`config.mk`:
```
export PLATFORM = sky130hd
export DESIGN_NAME = counter_ctrl
export DESIGN_NICKNAME = d
export VERILOG_FILES = /design/src/rtl/counter_ctrl_pkg.sv /design/src/rtl/counter_ctrl_count_core.sv /design/src/rtl/counter_ctrl.sv
export SDC_FILE = /design/constraint.sdc
export NUM_CORES = 1
export LEC_CHECK = 0
export CORE_MARGIN = 4
export CORE_UTILIZATION = 46
export CTS_CLUSTER_DIAMETER = 80
export DETAILED_ROUTE_END_ITERATION = 7
export PLACE_DENSITY_LB_ADDON = 0.2
export REMOVE_ABC_BUFFERS = 1
export SLEW_MARGIN = 10
export SYNTH_ARGS = -nofsm -noshare
export SYNTH_HDL_FRONTEND = slang
export SYNTH_HIERARCHICAL = 1
export SYNTH_SLANG_ARGS = --single-unit
```
`constraint.sdc`:
```
create_clock -name i_clk -period 2.6 [get_ports i_clk]
set_clock_uncertainty 0.1 [all_clocks]
set_input_delay 0.39 -clock i_clk [delete_from_list [all_inputs] [get_ports i_clk]]
set_output_delay 0.39 -clock i_clk [all_outputs]
set_load 0.1 [all_outputs]
```
`src/rtl/counter_ctrl_pkg.sv`:
```
// Shared types and default sizes for the counter controller.
package counter_ctrl_pkg;

    localparam int unsigned WIDTH_DEF      = 8;
    localparam int unsigned PRESCALE_W_DEF = 4;

    typedef enum logic [1:0] {
        StIdle  = 2'd0,
        StArmed = 2'd1,
        StRun   = 2'd2,
        StDone  = 2'd3
    } state_e;

endpackage

```
`src/rtl/counter_ctrl_count_core.sv`:
```
// count_core: WIDTH-bit count register with synchronous clear, enable and wrap-to-zero.
module count_core #(
    parameter int unsigned WIDTH = 8
) (
    input  logic             i_clk,
    input  logic             i_rst,
    input  logic             i_clr,
    input  logic             i_en,
    input  logic             i_wrap,
    output logic [WIDTH-1:0] o_q
);

    logic [WIDTH-1:0] r_q;

    // Clear wins over counting; a wrap loads zero instead of incrementing.
    always_ff @(posedge i_clk or posedge i_rst) begin
        if (i_rst) begin
            r_q <= '0;
        end else if (i_clr) begin
            r_q <= '0;
        end else if (i_en) begin
            r_q <= i_wrap ? '0 : r_q + WIDTH'(1);
        end
    end

    assign o_q = r_q;

endmodule

```
`src/rtl/counter_ctrl.sv`:
```
// counter_ctrl: config handshake, IDLE/ARMED/RUN/DONE sequencing, prescaler, tick/done.
// Optional sticky interrupt (irq/irq_clr) is built when COUNTER_CTRL_IRQ_EN is defined.
module counter_ctrl
    import counter_ctrl_pkg::*;
#(
    parameter int unsigned WIDTH      = WIDTH_DEF,
    parameter int unsigned PRESCALE_W = PRESCALE_W_DEF
) (
    input  logic                  i_clk,
    input  logic                  i_rst,
    input  logic                  i_cfg_valid,
    output logic                  o_cfg_ready,
    input  logic [WIDTH-1:0]      i_cfg_limit,
    input  logic [PRESCALE_W-1:0] i_cfg_prescale,
    input  logic                  i_cfg_periodic,
    input  logic                  i_start,
    input  logic                  i_stop,
    output logic [WIDTH-1:0]      o_q,
    output logic                  o_busy,
    output logic                  o_tick,
    output logic                  o_done
`ifdef COUNTER_CTRL_IRQ_EN
    ,
    output logic                  o_irq,
    input  logic                  i_irq_clr
`endif
);

    state_e                r_state;
    logic [PRESCALE_W-1:0] r_presc;
    logic [WIDTH-1:0]      r_sh_limit;
    logic [PRESCALE_W-1:0] r_sh_presc;
    logic                  r_sh_periodic;
    logic                  r_tick;
    logic                  r_busy;
    logic                  r_done;
    logic                  r_cfg_ready;

    logic [WIDTH-1:0]      w_q;
    logic                  w_hs;
    logic                  w_run_go;
    logic                  w_adv;
    logic                  w_hit;
    logic                  w_tick_set;
    logic                  w_restart;
    logic                  w_clr;
    logic                  w_inc;
    logic                  w_wrap;

    // r_cfg_ready tracks IDLE/DONE exactly, so a handshake can only happen there.
    assign w_hs       = i_cfg_valid & r_cfg_ready;
    assign w_run_go   = (r_state == StRun) & ~i_stop;
    assign w_adv      = w_run_go & (r_presc == r_sh_presc);
    assign w_hit      = w_adv & (w_q == r_sh_limit);
    assign w_tick_set = w_hit;
    assign w_restart  = (r_state == StDone) & ~w_hs & i_start & ~i_stop;
    assign w_clr      = w_hs | w_restart;
    // One-shot holds q at the limit; periodic wraps it to zero.
    assign w_inc      = w_adv & ~(w_hit & ~r_sh_periodic);
    assign w_wrap     = w_hit & r_sh_periodic;

    count_core #(
        .WIDTH (WIDTH)
    ) u_count_core (
        .i_clk  (i_clk),
        .i_rst  (i_rst),
        .i_clr  (w_clr),
        .i_en   (w_inc),
        .i_wrap (w_wrap),
        .o_q    (w_q)
    );

    // Sequencing FSM with shadow config, prescaler and registered status outputs.
    always_ff @(posedge i_clk or posedge i_rst) begin
        if (i_rst) begin
            r_state       <= StIdle;
            r_presc       <= '0;
            r_sh_limit    <= '0;
            r_sh_presc    <= '0;
            r_sh_periodic <= 1'b0;
            r_tick        <= 1'b0;
            r_busy        <= 1'b0;
            r_done        <= 1'b0;
            r_cfg_ready   <= 1'b1;
        end else begin
            r_tick <= w_tick_set;
            unique case (r_state)
                StIdle: begin
                    if (w_hs) begin
                        r_sh_limit    <= i_cfg_limit;
                        r_sh_presc    <= i_cfg_prescale;
                        r_sh_periodic <= i_cfg_periodic;
                        r_state       <= StArmed;
                        r_cfg_ready   <= 1'b0;
                    end
                end
                StArmed: begin
                    if (i_stop) begin
                        r_state     <= StIdle;
                        r_cfg_ready <= 1'b1;
                    end else if (i_start) begin
                        r_presc <= '0;
                        r_state <= StRun;
                        r_busy  <= 1'b1;
                    end
                end
                StRun: begin
                    if (i_stop) begin
                        r_state     <= StIdle;
                        r_busy      <= 1'b0;
                        r_cfg_ready <= 1'b1;
                    end else begin
                        r_presc <= w_adv ? '0 : r_presc + PRESCALE_W'(1);
                        if (w_hit && !r_sh_periodic) begin
                            r_state     <= StDone;
                            r_busy      <= 1'b0;
                            r_done      <= 1'b1;
                            r_cfg_ready <= 1'b1;
                        end
                    end
                end
                StDone: begin
                    if (w_hs) begin
                        r_sh_limit    <= i_cfg_limit;
                        r_sh_presc    <= i_cfg_prescale;
                        r_sh_periodic <= i_cfg_periodic;
                        r_state       <= StArmed;
                        r_done        <= 1'b0;
                        r_cfg_ready   <= 1'b0;
                    end else if (w_restart) begin
                        r_presc     <= '0;
                        r_state     <= StRun;
                        r_busy      <= 1'b1;
                        r_done      <= 1'b0;
                        r_cfg_ready <= 1'b0;
                    end
                end
            endcase
        end
    end

    assign o_q         = w_q;
    assign o_busy      = r_busy;
    assign o_tick      = r_tick;
    assign o_done      = r_done;
    assign o_cfg_ready = r_cfg_ready;

`ifdef COUNTER_CTRL_IRQ_EN
    logic r_irq;

    // Sticky interrupt; a clear is overridden on the tick edge and while tick is visible.
    always_ff @(posedge i_clk or posedge i_rst) begin
        if (i_rst) begin
            r_irq <= 1'b0;
        end else if (w_tick_set || r_tick) begin
            r_irq <= 1'b1;
        end else if (i_irq_clr) begin
            r_irq <= 1'b0;
        end
    end

    assign o_irq = r_irq;
`endif

endmodule

```
Word-level counts from Yosys, hierarchy flattened:

Cells that the tools add are included.

* register bits: 31
* logic and storage cells: 90
* bits of input ports: 18
* output and inout bits: 12

* bitwise logic cells: 15
* reduce and logical (&&, ||, !) cells: 13
* equality and inequality tests: 16
* mux-type cells: 34
* add/sub/neg operators: 2

Operators with widths (number)
* $mux 4: 6
* $mux 8: 3
* $mux 2: 7
* $ne 2x2->1 const B: 7
* $mux 1: 13
* $pmux 4 s3: 1
* $reduce_and 4->1: 3
* $reduce_and 6->1: 2
* $and 1x1->1: 10
* $add 8x1->8 const B: 1
* $eq 8x8->1: 1
* $pmux 2 s4: 1
* $ne 3x3->1 const B: 2
* $add 4x1->4 const B: 1
* $eq 2x2->1 const B: 2
* $eq 4x4->1: 1
* $not 1->1: 4
* $pmux 1 s4: 1
* $reduce_bool 2->1: 2
* $ne 3x2->1 const B: 1
* $pmux 1 s3: 1
* $reduce_bool 3->1: 1
* $eq 2x1->1 const B: 1
* $logic_not 2->1: 1
* 7 further kinds: 7

Logic depth before layout (Yosys ltp):

Gate-level depths: netlist of run 1.

* word-level depth: 9
* mapped depth: 11
* gate-level depth less buffers: 10

Hierarchy:

Netlist of run 1, hierarchy kept.

By module, submodules not included
* counter_ctrl: seq. area each 576.8 um2, cells each 126, times used 1, area an instance 1325.0 um2
* count_core: seq. area each 200.2 um2, cells each 47, times used 1, area an instance 465.4 um2

Worst setup path before layout of run 1:

Ideal clock, no wire load.

* path type: register -> register
* from: reg u_count_core.r_q[5] (netlist: u_count_core/o_q[5])
* to: reg u_count_core.r_q[7] (netlist: u_count_core/o_q[7])
* period minus slack after synthesis: 2.813 ns
* arrival time: 2.587 ns
* setup time: 0.126 ns
* data required time: 2.374 ns
* path slack: -0.213 ns
* stages on the path, launching flop included: 9
* buffers on the path: 0
* cell sequence: dfrtp_1 -> xor2_1 -> nor4_4 -> nand2_1 -> nor2_1 -> and2_1 -> a21o_2 -> a21oi_1 -> a221o_1

* cells in the longest elaborated chain, start to end: 6
* elaborated cells between the ends (all ways): 11
* classes of those cells: 1 x add/sub; 1 x eq/ne; 3 x mux; 5 x bitwise; 1 x reduce/logical

Ends and longest elaborated chain
* from (decl): RTL line counter_ctrl_count_core.sv:13 `logic [WIDTH-1:0] r_q;`
* from (signal assigned): RTL line counter_ctrl_count_core.sv:22 `r_q <= i_wrap ? '0 : r_q + WIDTH'(1);`
* $eq 8x8->1: RTL line counter_ctrl.sv:54 `assign w_hit = w_adv & (w_q == r_sh_limit);`
* $and 1x1->1: RTL line counter_ctrl.sv:54
* named net w_hit: RTL line counter_ctrl.sv:43 `logic w_hit;`
* $and 1x1->1: RTL line counter_ctrl.sv:60 `assign w_wrap = w_hit & r_sh_periodic;`
* named net w_wrap: RTL line counter_ctrl.sv:48 `logic w_wrap;`
* $mux 8: RTL line counter_ctrl_count_core.sv:22
* $mux 8: RTL line counter_ctrl_count_core.sv:21 `end else if (i_en) begin`
* $mux 8: RTL line counter_ctrl_count_core.sv:19 `end else if (i_clr) begin`

The timed path passes the listed nets, and every way through them passes these cells. The select of a mux whose other input is x is not followed.
A chain may end at the register's enable or synchronous reset.

Worst setup path after layout of run 1:

* from: reg u_count_core.r_q[2] (netlist: u_count_core/o_q[2])
* to: reg u_count_core.r_q[7] (netlist: u_count_core/o_q[7])

The elaborated chain is that of the path after synthesis.

==> impl_metrics.json, run 1 <==
{
  "yosys.area.top_type": "dfrtp_1",
  "cts_hold_buf": 0,
  "drt_first_iter_violations": 72,
  "initial_utilization_pct": 48.18,
  "tns_ps": 0,
  "yosysSeqAreaShare_pct": 43.40,
  "grt_overflow": 0,
  "synth_area_mm2": 0.001790,
  "cts_sinks": 31,
  "synth_cells": 173,
  "wirelength_um": 3872,
  "synth_xor_area_share_pct": 6.359,
  "cp_cell_sequence": "xor2_1 > nor4_2 > nand2_1 > nor2_1 > and2_1 > a21o_2 > a21oi_1 > a221o_1",
  "worst_skew_pair.late_latency_ps": 280,
  "layout_worst_path_cycle_share_pct": 91.28,
  "cts_htree_levels": 2,
  "finalNetCount": 237,
  "area_growth_pct": 24.88,
  "avgViaCountPerCell": 5.414,
  "final_cells": 261,
  "start_kind": "flop",
  "num_rows": 22,
  "synthSimpleGateAreaFrac_pct": 16.70,
  "critPathKind": "flop to flop",
  "p_per_area_mw_per_mm2": 407.6,
  "tritoncts": "built",
  "firstDrtPassIters": 4,
  "cts_made_buffers": 5,
  "rsz0062_at_grt": "false",
  "critPathArrivalTime_ps": 2440,
  "synth_top_area_share_pct": 41.93,
  "cts-root-buf": "clkbuf_8",
  "fin_crit_ps": 2373,
  "dp_cells": 253,
  "worstPathMaxFanout": 9,
  "dp.final_hpwl_um": 2940,
  "die-width_um": 70.39,
  "antenna_found_initial": 0,
  "synth_adder_area_share_pct": 4.892,
  "cts_resized": 0,
  "maxSlewViolCount": 0,
  "final_hold_viol_count": 0,
  "netlist-cell-type-count": 49,
  "multiInputGateArea_um2": 930.9,
  "ys.flop_type": "dfrtp_1",
  "coreArea_mm2": 0.003716,
  "max_freq_mhz": 421.4,
  "grt_pass1_vias": 1476,
  "grt_usage_pct": 17.39,
  "clockBufferDepth": 2,
  "clk_pin_slew_ps": 60,
  "synth-compound-area-share_pct": 14.61,
  "crit_buf_inv": 0,
  "die_area_mm2": 0.004955,
  "vdd.ir_drop.worst_v": 0.0002839,
  "synth.area.top_cells": "dfrtp_1 (42%), mux2_2 (8.2%), xor2_1 (6.4%)",
  "via_count": 1413,
  "wl_per_cell_um": 14.84,
  "syn_area_per_cell_um2": 10.35,
  "timing.max_cap.violations": 0,
  "port_buffers": 29,
  "worst_pin_slew_ps": 444.0,
  "synth.area.mux_share_pct": 9.434,
  "synth-edff-count": 0,
  "fp.dieH_um": 70.39,
  "cp_slowest_cell": "dfrtp_1",
  "outcome": "finished, final reports clean",
  "fill_cells": 335,
  "pin_count": 30,
  "grt_max_degree": 24,
  "cp_top_family": "simple AND/OR/NAND/NOR gates",
  "grt_pass1_wl_um": 6844,
  "cts_setup_buffers": 0,
  "synth_warnings": 6,
  "synth_seq_cells": 31,
  "ant_nets": 0,
  "cp.required_ps": 2670,
  "setup_viol": 0,
  "async_reset_ff_share_pct": 100.0,
  "min_path_type": "input port to asynchronous set/reset pin",
  "slew_headroom_pct": 70.34,
  "leakage_uw": 0.001151,
  "place_congestion": 0.9777,
  "synth_top_family_by_area": "simple AND/OR/NAND/NOR gates",
  "seqCellArea_um2": 777.0,
  "antennaDiodeCount": 0,
  "drive_above_1_share_pct": 23.94,
  "drc_errors": 0,
  "max_stage_delay_ps": 460,
  "final_util_pct": 60.17,
  "end_kind": "flop"
}
-- final cells by class --
cell class / count / share of cell area [%]
multi-input combinational: 123 / 41.63
timing repair buffer: 38 / 14.66
tap: 48 / 2.686
inverter: 13 / 2.182
clock buffer: 7 / 3.861
clock inverter: 1 / 0.2238
sequential: 31 / 34.75
-- worst reg2reg max path: stages, from the launching register on --
cell and delay (ps):
dfrtp_1 460, xor2_1 180, nor4_2 350, nand2_1 120, nor2_1 140, and2_1 300
a21o_2 220, a21oi_1 60, a221o_1 340
-- routing by layer --
metal  global-route usage, %  share of wire [%]
met1                   20.16                 44
met2                   30.04                 50
met3                   4.748                4.3
met4                   7.021                1.6
met5                       0                  0
-- registers in the layout (all words and copies together), names as in the netlist --
| name | flops |
|---|---|
| r_sh_limit | 8 |
| u_count_core/o_q | 8 |
| r_presc | 4 |
| r_sh_presc | 4 |
| r_state | 2 |
| o_busy | 1 |
| o_cfg_ready | 1 |
| o_done | 1 |
| o_tick | 1 |
| r_sh_periodic | 1 |
-- path summary, 6_finish.rpt --
kind	startpoint	end	slack (ps)	cells after the start
max	u_count_core/o_q[2]$_DFFE_PP0P_	u_count_core/o_q[7]$_DFFE_PP0P_	230	8
max in group asynchronous	i_rst	o_cfg_ready$_DFFE_PP1P_	1750	3
min reg2reg	o_busy$_DFFE_PP0P_	o_busy$_DFFE_PP0P_	430	2
max reg2reg	u_count_core/o_q[2]$_DFFE_PP0P_	u_count_core/o_q[7]$_DFFE_PP0P_	230	8
min in group i_clk	o_busy$_DFFE_PP0P_	o_busy$_DFFE_PP0P_	430	2
min	i_rst	u_count_core/o_q[1]$_DFFE_PP0P_	290	2
-- cells in the mapped netlist, types with 3 or more instances --
library cell and instances:
a21oi_1 12, buf_2 3, dfrtp_1 30, ha_1 7, inv_1 13, mux2_2 13, nand2_1 15, nand2b_1 3
nor2_1 8, o21ai_0 6, o22ai_1 4, xor2_1 13
-- layout by cell type (no fill, tap or decap), types with 3 or more instances in the layout --
cell type	Yosys	final
mux2_2	13	13
dfrtp_1	30	30
o21ai_0	6	6
ha_1	7	7
nand2b_1	3	3
clkbuf_8	0	6
a21oi_1	12	12
o22ai_1	4	4
nor2_1	8	8
inv_1	13	13
xor2_1	13	13
clkdlybuf4s50_1	0	17
buf_4	0	21
nand2_1	15	15
-- through the flow --
step / area [um2] / hold WS (ps) / power [uW] / worst slack [ps]
4_1_cts: 2236 / 289.0 / 927.5 / 226.2
5_1_grt: 2236 / 332.1 / 946.5 / 67.69
3_5_place_dp: 2145 / 418.6 / 536.0 / 183.9
2_1_floorplan: 1757 / 105.7 / 501.8 / -216.0
3_3_place_gp: 2145 / 411.8 / 534.3 / 223.2
6_report: 2236 / 293.8 / 911.3 / 226.8
-- kinds of logic after synthesis --
kind of cell,Yosys count
compound gates,38
xor+xnor,13
fa+ha+maj,7
buf+inv,19
flops,31
mux,15
simple gates,50
-- where the power goes --
group / total [uW] / internal, uW / switching [uW]
clock network: 385 / 213 / 172
registers: 482 / 482 / 0
logic: 43.8 / 25.9 / 17.8
total: 911 / 722 / 190
Power figures use the tool's default switching activity.
==> inputs of run 2 (changes only) <==
- ABC_AREA: unset -> 1
==> run 2 against run 1 <==
  * Combinational power grew to 27 times the previous value
  * Global-route usage shrank 1.1 points
  * Critical path depth grew 8
  * Utilization shrank 1.9 points
  * Non-clock buffer count shrank 4
  * Critical path type unchanged
  * Largest power group is now combinational logic
==> impl_metrics.json, run 2 <==
{
  "outcome": "finished, final reports clean",
  "synth_commonest_cells": "nand2_1 (74), inv_1 (42), nor2_1 (31)",
  "antennaDiodeCount": 0,
  "cts_sinks": 31,
  "layout_worst_path_cycle_share_pct": 85.02,
  "port_buffers": 29,
  "syn_area_per_cell_um2": 7.178,
  "max_freq_mhz": 452.4,
  "cts_hold_buf": 0,
  "cts-root-buf": "clkbuf_8",
  "synth_warnings": 6,
  "drt_first_iter_violations": 72,
  "cp_cell_sequence": "inv_1 > ha_1 > nand2_4 > nor2_2 > nand3_1 > nor2_2 > inv_1 > a21oi_1 > buf_4 > inv_2 > nand2_4 > nand2_4 > nor2_2 > nand2_1 > nand2_1 > nor2_1",
  "dp_cells": 346,
  "crit_buf_inv": 4,
  "synth-edff-count": 0,
  "num_rows": 23,
  "via_count": 1639,
  "leakage_uw": 0.001248,
  "avgViaCountPerCell": 4.643,
  "drc_errors": 0,
  "cts_htree_levels": 2,
  "rr_worst_depth": 16,
  "area_growth_pct": 22.15,
  "reg2reg_from": "r_state[0]$_DFFE_PP0P_",
  "synth_cells": 266,
  "ys.flop_type": "dfrtp_1",
  "p_per_area_mw_per_mm2": 999.5,
  "maxSlewViolCount": 0,
  "layout_commonest_cell": "nand2_1",
  "grt_pass1_wl_um": 6610,
  "tritoncts": "built",
  "slew_headroom_pct": 61.64,
  "worstPathMaxFanout": 7,
  "final_cells": 353,
  "firstDrtPassIters": 4,
  "worst_pin_slew_ps": 575.4,
  "die-width_um": 72.43,
  "start_kind": "flop",
  "synth_area_mm2": 0.001909,
  "grt_usage_pct": 16.25,
  "grt_max_degree": 24,
  "cp.depth": 16,
  "critPathKind": "flop to flop",
  "cp.required_ps": 2680,
  "synth_seq_cells": 31,
  "pin_count": 30,
  "setup_viol": 0,
  "cp_top_family": "simple AND/OR/NAND/NOR gates",
  "cts_setup_buffers": 0,
  "worst_skew_pair.late_latency_ps": 280,
  "min_path_type": "input port to asynchronous set/reset pin",
  "final_cell_mix": "nand2_1 (74), inv_1 (42), nor2_1 (31)",
  "max_stage_delay_ps": 410,
  "crit_end": "u_count_core/o_q[6]$_DFFE_PP0P_",
  "dp.final_hpwl_um": 2866,
  "netlist-cell-type-count": 30,
  "clk_pin_slew_ps": 60,
  "drive_above_1_share_pct": 15.84,
  "rsz0062_at_grt": "false",
  "cts_made_buffers": 5,
  "async_reset_ff_share_pct": 100.0,
  "synth_top_area_share_pct": 39.32,
  "tns_ps": 0,
  "die_area_mm2": 0.005245,
  "synth.area.top_cells": "dfrtp_1 (39%), nand2_1 (15%), inv_1 (8.3%)",
  "place_congestion": 0.8831,
  "wl_per_cell_um": 10.63,
  "coreArea_mm2": 0.004000,
  "initial_utilization_pct": 47.73,
  "antenna_found_initial": 0,
  "cts_resized": 0,
  "vdd.ir_drop.worst_v": 0.0009110,
  "critPathArrivalTime_ps": 2290,
  "fin_crit_ps": 2211,
  "r2r-end": "u_count_core/o_q[6]$_DFFE_PP0P_",
  "wirelength_um": 3754,
  "timing.max_cap.violations": 0,
  "finalNetCount": 328,
  "cp_slowest_cell": "dfrtp_1",
  "ant_nets": 0,
  "yosys.area.top_type": "dfrtp_1",
  "yosysMostFrequentCell": "nand2_1",
  "yosysSeqAreaShare_pct": 40.69,
  "final_hold_viol_count": 0,
  "regToRegSetupSlack_ps": 390,
  "grt_pass1_vias": 1536,
  "grt_overflow": 0,
  "fp.dieH_um": 72.43,
  "clockBufferDepth": 2,
  "end_kind": "flop",
  "fill_cells": 388,
  "startpoint": "r_state[0]$_DFFE_PP0P_"
}
==> run 2: kinds of logic after synthesis <==
| family | Yosys count | synth area share [%] |
|---|---|---|
| fa+ha+maj | 7 | 4.587 |
| mux | 2 | 1.179 |
| buf+inv | 53 | 11.01 |
| xor+xnor | 1 | 0.4588 |
| simple gates | 143 | 34.27 |
| compound gates | 29 | 7.798 |
| flops | 31 | 40.69 |
==> run 2: report_power, final <==
group          internal [uW]  total [uW]  switching (uW)
clock network            207         379             172
registers                651         778             127
logic                    358        1170             816
==> run 2: cell type report <==
class | count | area [um2] | share of cell area, %
clock buffers | 6 | 82.58 | 3.541
clock inverters | 1 | 5.005 | 0.2146
inverters | 49 | 185.2 | 7.940
multi-input cells | 182 | 922.1 | 39.54
flip-flops and latches | 31 | 777.0 | 33.32
well taps | 50 | 62.56 | 2.682
repair buffers | 34 | 297.8 | 12.77
==> run 2: worst min-delay path by stage <==
stage / start / end / slack (ps) / cells after the start
after global routing: i_rst / u_count_core/o_q[6]$_DFFE_PP0P_ / 300 / 2
after detailed placement: o_cfg_ready$_DFFE_PP1P_ / o_cfg_ready$_DFFE_PP1P_ / 370 / 2
after floorplan: i_rst / u_count_core/o_q[0]$_DFFE_PP0P_ / 110 / 1
final: i_rst / u_count_core/o_q[4]$_DFFE_PP0P_ / 290 / 2
after CTS: i_rst / u_count_core/o_q[4]$_DFFE_PP0P_ / 290 / 2
after global placement: o_cfg_ready$_DFFE_PP1P_ / o_cfg_ready$_DFFE_PP1P_ / 380 / 2
==> run 2: metal layers <==
| metal | vias up | GRT usage (%) | part of all wire [%] |
|---|---|---|---|
| met5 | - | 0 | 0 |
| met4 | 0 | 6.762 | 1.6 |
| met3 | 4 | 4.709 | 6.0 |
| met2 | 36 | 24.77 | 43 |
| met1 | 706 | 21.63 | 50 |
| li1 | 893 | - | - |
==> run 2: per-stage QoR <==
| step | utilization [%] | area, um2 | hold slack, ps | setup slack [ps] | total power (uW) |
|---|---|---|---|---|---|
| floorplan | - | 1884 | 105.7 | 303.8 | 1699 |
| global placement | 56.12 | 2245 | 376.8 | 275.1 | 1956 |
| detailed placement | 56.12 | 2245 | 371.5 | 203.4 | 1970 |
| CTS | 58.30 | 2332 | 290.8 | 390.7 | 2363 |
| global route | 58.30 | 2332 | 304.1 | 158.1 | 2541 |
| finish | 58.30 | 2332 | 285.4 | 389.5 | 2331 |
==> run 2: worst reg2reg max path, delay by kind of cell (launching register included) <==
family / cells / cell delay, ps
AO/OA/AOI/OAI: 1 / 120
adder cells (fa/ha/maj): 1 / 230
buffers and inverters: 4 / 410
flip-flops: 1 / 410
AND/OR/NAND/NOR: 10 / 850
==> inputs of run 3 (changes only) <==
- SLEW_MARGIN: 10 -> unset
- TNS_END_PERCENT: unset -> 100
==> results of run 3 <==
The final DEF is identical to that of run 2; final timing and power are the same.
